## config.mk

```make
export PLATFORM = sky130hd
export DESIGN_NAME = mem_stage
export DESIGN_NICKNAME = d
export VERILOG_FILES = /design/src/rtl/mem_stage.sv
export SDC_FILE = /design/constraint.sdc
export NUM_CORES = 1
export LEC_CHECK = 0
export ABC_AREA = 1
export BUFFER_PORTS_ARGS = -buffer_cell sky130_fd_sc_hd__buf_2
export CAP_MARGIN = 25
export CORE_ASPECT_RATIO = 0.9
export CORE_MARGIN = 3
export CORE_UTILIZATION = 25
export DETAILED_ROUTE_END_ITERATION = 8
export PLACE_DENSITY_LB_ADDON = 0.25
export RECOVER_POWER = 100
export SYNTH_ARGS = -nofsm -noshare
export SYNTH_HDL_FRONTEND = slang
export SYNTH_SLANG_ARGS = --single-unit
```

## constraint.sdc

```tcl
create_clock -name clk -period 3.55 [get_ports clk]
set_clock_uncertainty 0.2 [all_clocks]
set_input_delay 0.355 -clock clk [delete_from_list [all_inputs] [get_ports clk]]
set_output_delay 0.355 -clock clk [all_outputs]
set_load 0.01 [all_outputs]
```

## src/rtl/mem_stage.sv

```systemverilog
// mem_stage: memory-access stage of flow_cpu.
//
// Accepts one EXE bundle at a time over a valid/allowin handshake, issues the
// load or store to the data SRAM port (req/ready, variable-latency response),
// aligns and sign/zero-extends load data, flags misaligned accesses, and holds
// a single result for WB until WB accepts it.
//
// Ports
//   clk, rst            clock; synchronous active-low reset
//   exe_*               incoming EXE bundle (valid, pc, alu_res, store data,
//                       mem op, write enable, destination)
//   mem_allowin         stage can take a bundle this cycle (combinational)
//   dreq_*              data SRAM request (valid/ready, wr, addr, wstrb, wdata)
//   dresp_*             data SRAM load response (valid, raw word)
//   mem_valid/wb_allowin result handshake to WB
//   mem_pc/wen/wdest/wdata/ade  held result bundle
module mem_stage #(
    parameter int ADDR_W = 32,
    parameter int DATA_W = 32,
    parameter int REG_W  = 5
) (
    input  logic              clk,
    input  logic              rst,
    input  logic              exe_valid,
    output logic              mem_allowin,
    input  logic [ADDR_W-1:0] exe_pc,
    input  logic [DATA_W-1:0] exe_alu_res,
    input  logic [DATA_W-1:0] exe_store_data,
    input  logic [3:0]        exe_mem_op,
    input  logic              exe_wen,
    input  logic [REG_W-1:0]  exe_wdest,
    output logic              dreq_valid,
    input  logic              dreq_ready,
    output logic              dreq_wr,
    output logic [ADDR_W-1:0] dreq_addr,
    output logic [3:0]        dreq_wstrb,
    output logic [DATA_W-1:0] dreq_wdata,
    input  logic              dresp_valid,
    input  logic [DATA_W-1:0] dresp_rdata,
    output logic              mem_valid,
    input  logic              wb_allowin,
    output logic [ADDR_W-1:0] mem_pc,
    output logic              mem_wen,
    output logic [REG_W-1:0]  mem_wdest,
    output logic [DATA_W-1:0] mem_wdata,
    output logic              mem_ade
);

    localparam logic [3:0] OP_LB  = 4'd1;
    localparam logic [3:0] OP_LBU = 4'd2;
    localparam logic [3:0] OP_LH  = 4'd3;
    localparam logic [3:0] OP_LHU = 4'd4;
    localparam logic [3:0] OP_LW  = 4'd5;
    localparam logic [3:0] OP_SB  = 4'd6;
    localparam logic [3:0] OP_SH  = 4'd7;
    localparam logic [3:0] OP_SW  = 4'd8;

    typedef enum logic [1:0] {IDLE, REQ, WAIT, DONE} state_e;

    state_e     state;
    logic [3:0] op_q;   // op of the held instruction, needed to align load data

    // Decode of the incoming bundle, used only on the accept edge.
    logic        in_load;
    logic        in_store;
    logic        in_misaligned;
    logic [3:0]  in_wstrb;
    logic [31:0] in_wdata;
    logic        accept;

    assign mem_allowin = (state == IDLE) || (state == DONE && wb_allowin);
    assign accept      = exe_valid && mem_allowin;

    assign in_load  = (exe_mem_op >= OP_LB) && (exe_mem_op <= OP_LW);
    assign in_store = (exe_mem_op >= OP_SB) && (exe_mem_op <= OP_SW);

    always_comb begin
        in_misaligned = 1'b0;
        in_wstrb      = 4'b0000;
        in_wdata      = exe_store_data;
        case (exe_mem_op)
            OP_LH, OP_LHU: in_misaligned = exe_alu_res[0];
            OP_LW:         in_misaligned = exe_alu_res[1:0] != 2'b00;
            OP_SB: begin
                in_wstrb = 4'b0001 << exe_alu_res[1:0];
                in_wdata = {4{exe_store_data[7:0]}};
            end
            OP_SH: begin
                in_misaligned = exe_alu_res[0];
                in_wstrb      = 4'b0011 << {exe_alu_res[1], 1'b0};
                in_wdata      = {2{exe_store_data[15:0]}};
            end
            OP_SW: begin
                in_misaligned = exe_alu_res[1:0] != 2'b00;
                in_wstrb      = 4'b1111;
            end
            default: ;
        endcase
    end

    // Select the addressed byte/half of the raw word and extend it.
    function automatic logic [31:0] load_align(input logic [3:0] op,
                                               input logic [1:0] a,
                                               input logic [31:0] w);
        logic [31:0] shifted;
        logic [7:0]  b;
        logic [15:0] h;
        shifted = w >> {a, 3'b000};
        b       = shifted[7:0];
        h       = a[1] ? w[31:16] : w[15:0];
        case (op)
            OP_LB:   load_align = {{24{b[7]}}, b};
            OP_LBU:  load_align = {24'd0, b};
            OP_LH:   load_align = {{16{h[15]}}, h};
            OP_LHU:  load_align = {16'd0, h};
            default: load_align = w;
        endcase
    endfunction

    // NOTE: state is updated with non-blocking assignments so every register
    // samples the pre-edge values, regardless of statement order.
    always_ff @(posedge clk) begin
        if (!rst) begin
            state      <= IDLE;
            op_q       <= 4'd0;
            dreq_valid <= 1'b0;
            dreq_wr    <= 1'b0;
            dreq_addr  <= '0;
            dreq_wstrb <= 4'b0000;
            dreq_wdata <= '0;
            mem_valid  <= 1'b0;
            mem_pc     <= '0;
            mem_wen    <= 1'b0;
            mem_wdest  <= '0;
            mem_wdata  <= '0;
            mem_ade    <= 1'b0;
        end else if (accept) begin
            op_q       <= exe_mem_op;
            mem_pc     <= exe_pc;
            mem_wdest  <= exe_wdest;
            mem_wen    <= exe_wen && !in_misaligned;
            mem_ade    <= in_misaligned;
            mem_wdata  <= exe_alu_res;
            dreq_wr    <= in_store;
            dreq_addr  <= exe_alu_res;
            dreq_wstrb <= in_wstrb;
            dreq_wdata <= in_wdata;
            if ((in_load || in_store) && !in_misaligned) begin
                state      <= REQ;
                dreq_valid <= 1'b1;
                mem_valid  <= 1'b0;
            end else begin
                // No SRAM access needed: result is ready next cycle.
                state      <= DONE;
                dreq_valid <= 1'b0;
                mem_valid  <= 1'b1;
            end
        end else begin
            case (state)
                REQ: if (dreq_ready) begin
                    dreq_valid <= 1'b0;
                    if (dreq_wr) begin
                        state     <= DONE;
                        mem_valid <= 1'b1;
                    end else begin
                        state <= WAIT;
                    end
                end
                WAIT: if (dresp_valid) begin
                    mem_wdata <= load_align(op_q, dreq_addr[1:0], dresp_rdata);
                    state     <= DONE;
                    mem_valid <= 1'b1;
                end
                DONE: if (wb_allowin) begin
                    state     <= IDLE;
                    mem_valid <= 1'b0;
                end
                default: ;
            endcase
        end
    end

endmodule

```

==> flow_metrics.tcl <==
set metrics [dict create \
    status "complete, no violations" \
    grt_max_degree 72 \
    ys.flop_type "dfxtp_1" \
    holdWs_ps 13.5 \
    grt_pass1_wl_um 39500 \
    rsz0062_at_grt "no" \
    start_kind "flop" \
    cts-htree-levels 4 \
    placed_cells 1533 \
    viasPerCell 4.58 \
    leakagePower_nw 4.05 \
    ys_types 34 \
    worst_slew_pin_slew_ps 1060 \
    max_freq_ghz 0.324 \
    stdcell_count 1613 \
    antenna_found_initial 4 \
    yosys_warnings 0 \
    dpl-instance-area_um2 8340 \
    hold_class "in2reg" \
    path_common_cell "inv_1" \
    gp_congestion 0.811 \
    dpl_worst_slack_ps 946 \
    crit_type "reg2reg" \
    cap_violations 0 \
    crit_chain "inv_1 -> ha_1 -> inv_1 -> nand2_1 -> nand2_4 -> clkbuf_2 -> a21oi_1 -> a31oi_1 -> dlygate4sd3_1" \
    synth_area_leader_cell "dfxtp_1" \
    dr_total_vias 7383 \
    min_period_over_period_pct 86.9 \
    synth.area.top_cells "dfxtp_1 44%, nand2_1 12%, o21ai_0 9.3%" \
    place_hpwl_um 18200 \
    slew_violations 0 \
    required_ps 3720 \
    synth.ff_latch_count 148 \
    worstSkewPairLatency_ps 420 \
    die-area_um2 29100 \
    synth.avg_cell_area_um2 7.08 \
    drc_errors 0 \
    finalWorstSetupSlack_ps 466 \
    crit_slowest_cell "clkbuf_2" \
    post-cts-setup-buffers 0 \
    yosysTopAreaCellShare_pct 43.7 \
    arrival_ps 3250 \
    synthArstFlopShare_pct 0 \
    relSlewSlack_pct 29.1 \
    wire_per_inst_um 15.7 \
    r2r_slack_ps 470 \
    synth.yosys.seq_area_share_pct 43.7 \
    synthTopCellsByCount "213 x nand2_1, 149 x nor2_1, 148 x dfxtp_1" \
    drt_wl_total_um 25300 \
    drt_pass1_iterations 6 \
    hold_viol 0 \
    cp_max_fo 51 \
    die_h_um 162 \
    die_x_um 180 \
    syn_area_um2 6780 \
    cts_sinks 148 \
    syn_nets 1106 \
    setup_tns_ps 0 \
    cts_hold_buf 45 \
    fin_util_pct 35.1 \
    ir_drop_mv 0.275 \
    start_util_pct 25.7 \
    io_pins 287 \
    synth_enable_flop_cells 0 \
    finalPower_mw 6.81 \
    drive_above_1_share_pct 16.6 \
    area_delta_synth_final_pct 36.2 \
    ctsLongestPathBuffers 2 \
    grt_pass1_vias 7011 \
    drt_iter0_drc 494 \
    powerDensity_nw_per_um2 737 \
    core_um2 26300 \
    drtAntennaViolNets 0 \
    synthCells 958 \
    final_area_um2 9240 \
    worst_setup_path_end_kind "flop" \
    cts_tree "yes" \
    portBuffers 286 \
    slowest_delay_ps 860 \
    clk_pin_slew_ps 70 \
    overflow 0 \
    root_buffer "clkbuf_16" \
    setup_viol 0 \
    yosysMostFrequentCell "nand2_1" \
    finalNetCount 1397 \
    ctsResizeCount 0 \
    min_period_ps 3080 \
    cts_buffers 17 \
    row_count 56 \
    grt_use_total_pct 16.9 \
]
==> worst max-delay path, delay by kind of cell (launching register included) <==
family / cells / cell delay [ps]
compound gates: 2 / 310
fa+ha+maj: 1 / 190
simple gates: 2 / 350
buf+inv: 4 / 1560
flops: 1 / 400
==> report_power, final <==
part / internal [mW] / total, mW / switching, mW / leakage (nW)
sequential: 2.12 / 2.36 / 0.246 / 1.22
clock: 1.21 / 1.98 / 0.772 / 0.305
combinational: 0.797 / 2.47 / 1.67 / 2.52
total: 4.12 / 6.81 / 2.69 / 4.05
==> routing by layer <==
metal / part of all wire, % / vias to the layer above / GRT usage, %
met3: 5.7 / 35 / 3.49
met4: 2.3 / 2 / 6.01
met2: 45 / 241 / 26.3
met1: 47 / 3358 / 23.2
li1: - / 3747 / -
met5: 0.051 / - / 0
==> cell families (layout without fill, tap and decap cells) <==
| kind of cell | Yosys count | count (layout) | share of synthesized area, % |
|---|---|---|---|
| other cells | 0 | 3 | 0 |
| compound gates | 253 | 253 | 20.4 |
| buf+inv | 117 | 421 | 8.62 |
| fa+ha+maj | 4 | 4 | 0.738 |
| flops | 148 | 148 | 43.7 |
| simple gates | 436 | 436 | 26.6 |
==> sequential cells by signal (all words and copies together) (netlist names) <==
name        flops
mem_pc         32
state           2
mem_valid       1
op_q            4
dreq_wr         1
dreq_valid      1
mem_wdata      32
dreq_wdata     32
mem_ade         1
dreq_addr      32
mem_wdest       5
dreq_wstrb      4
mem_wen         1
==> placed cells by master (no fill, tap or decap), types with 4 or more instances in the layout <==
| cell | count |
|---|---|
| nand2_1 | 215 |
| nor2_1 | 149 |
| dfxtp_1 | 148 |
| clkbuf_1 | 144 |
| buf_2 | 144 |
| o21ai_0 | 126 |
| a21oi_1 | 73 |
| nand3_1 | 45 |
| dlygate4sd3_1 | 45 |
| inv_1 | 43 |
| o211ai_1 | 20 |
| clkbuf_16 | 17 |
| a31oi_1 | 14 |
| or2_2 | 7 |
| a41oi_1 | 7 |
| inv_2 | 6 |
| o21bai_1 | 5 |
| o21ai_1 | 5 |
| ha_1 | 4 |
| bufinv_16 | 4 |
| inv_6 | 4 |
| buf_4 | 4 |
==> worst paths after layout <==
kind	from	cells after the start	to
max	state[0]	9	dreq_wdata[31]
max reg2reg	state[0]	9	dreq_wdata[31]
min	exe_alu_res[16]	3	dreq_addr[16]
min reg2reg	dreq_wstrb[1]	2	dreq_wstrb[1]
==> layout make-up <==
type	instances	area, µm²
fill	2984	17100
inverter	50	190
multi-input combinational	693	3230
sequential	148	2960
timing repair buffer	339	1770
clock inverter	13	196
antenna	3	7.51
tap	348	435
clock buffer	19	443
Note: power is estimated with default switching activity, not from simulation.
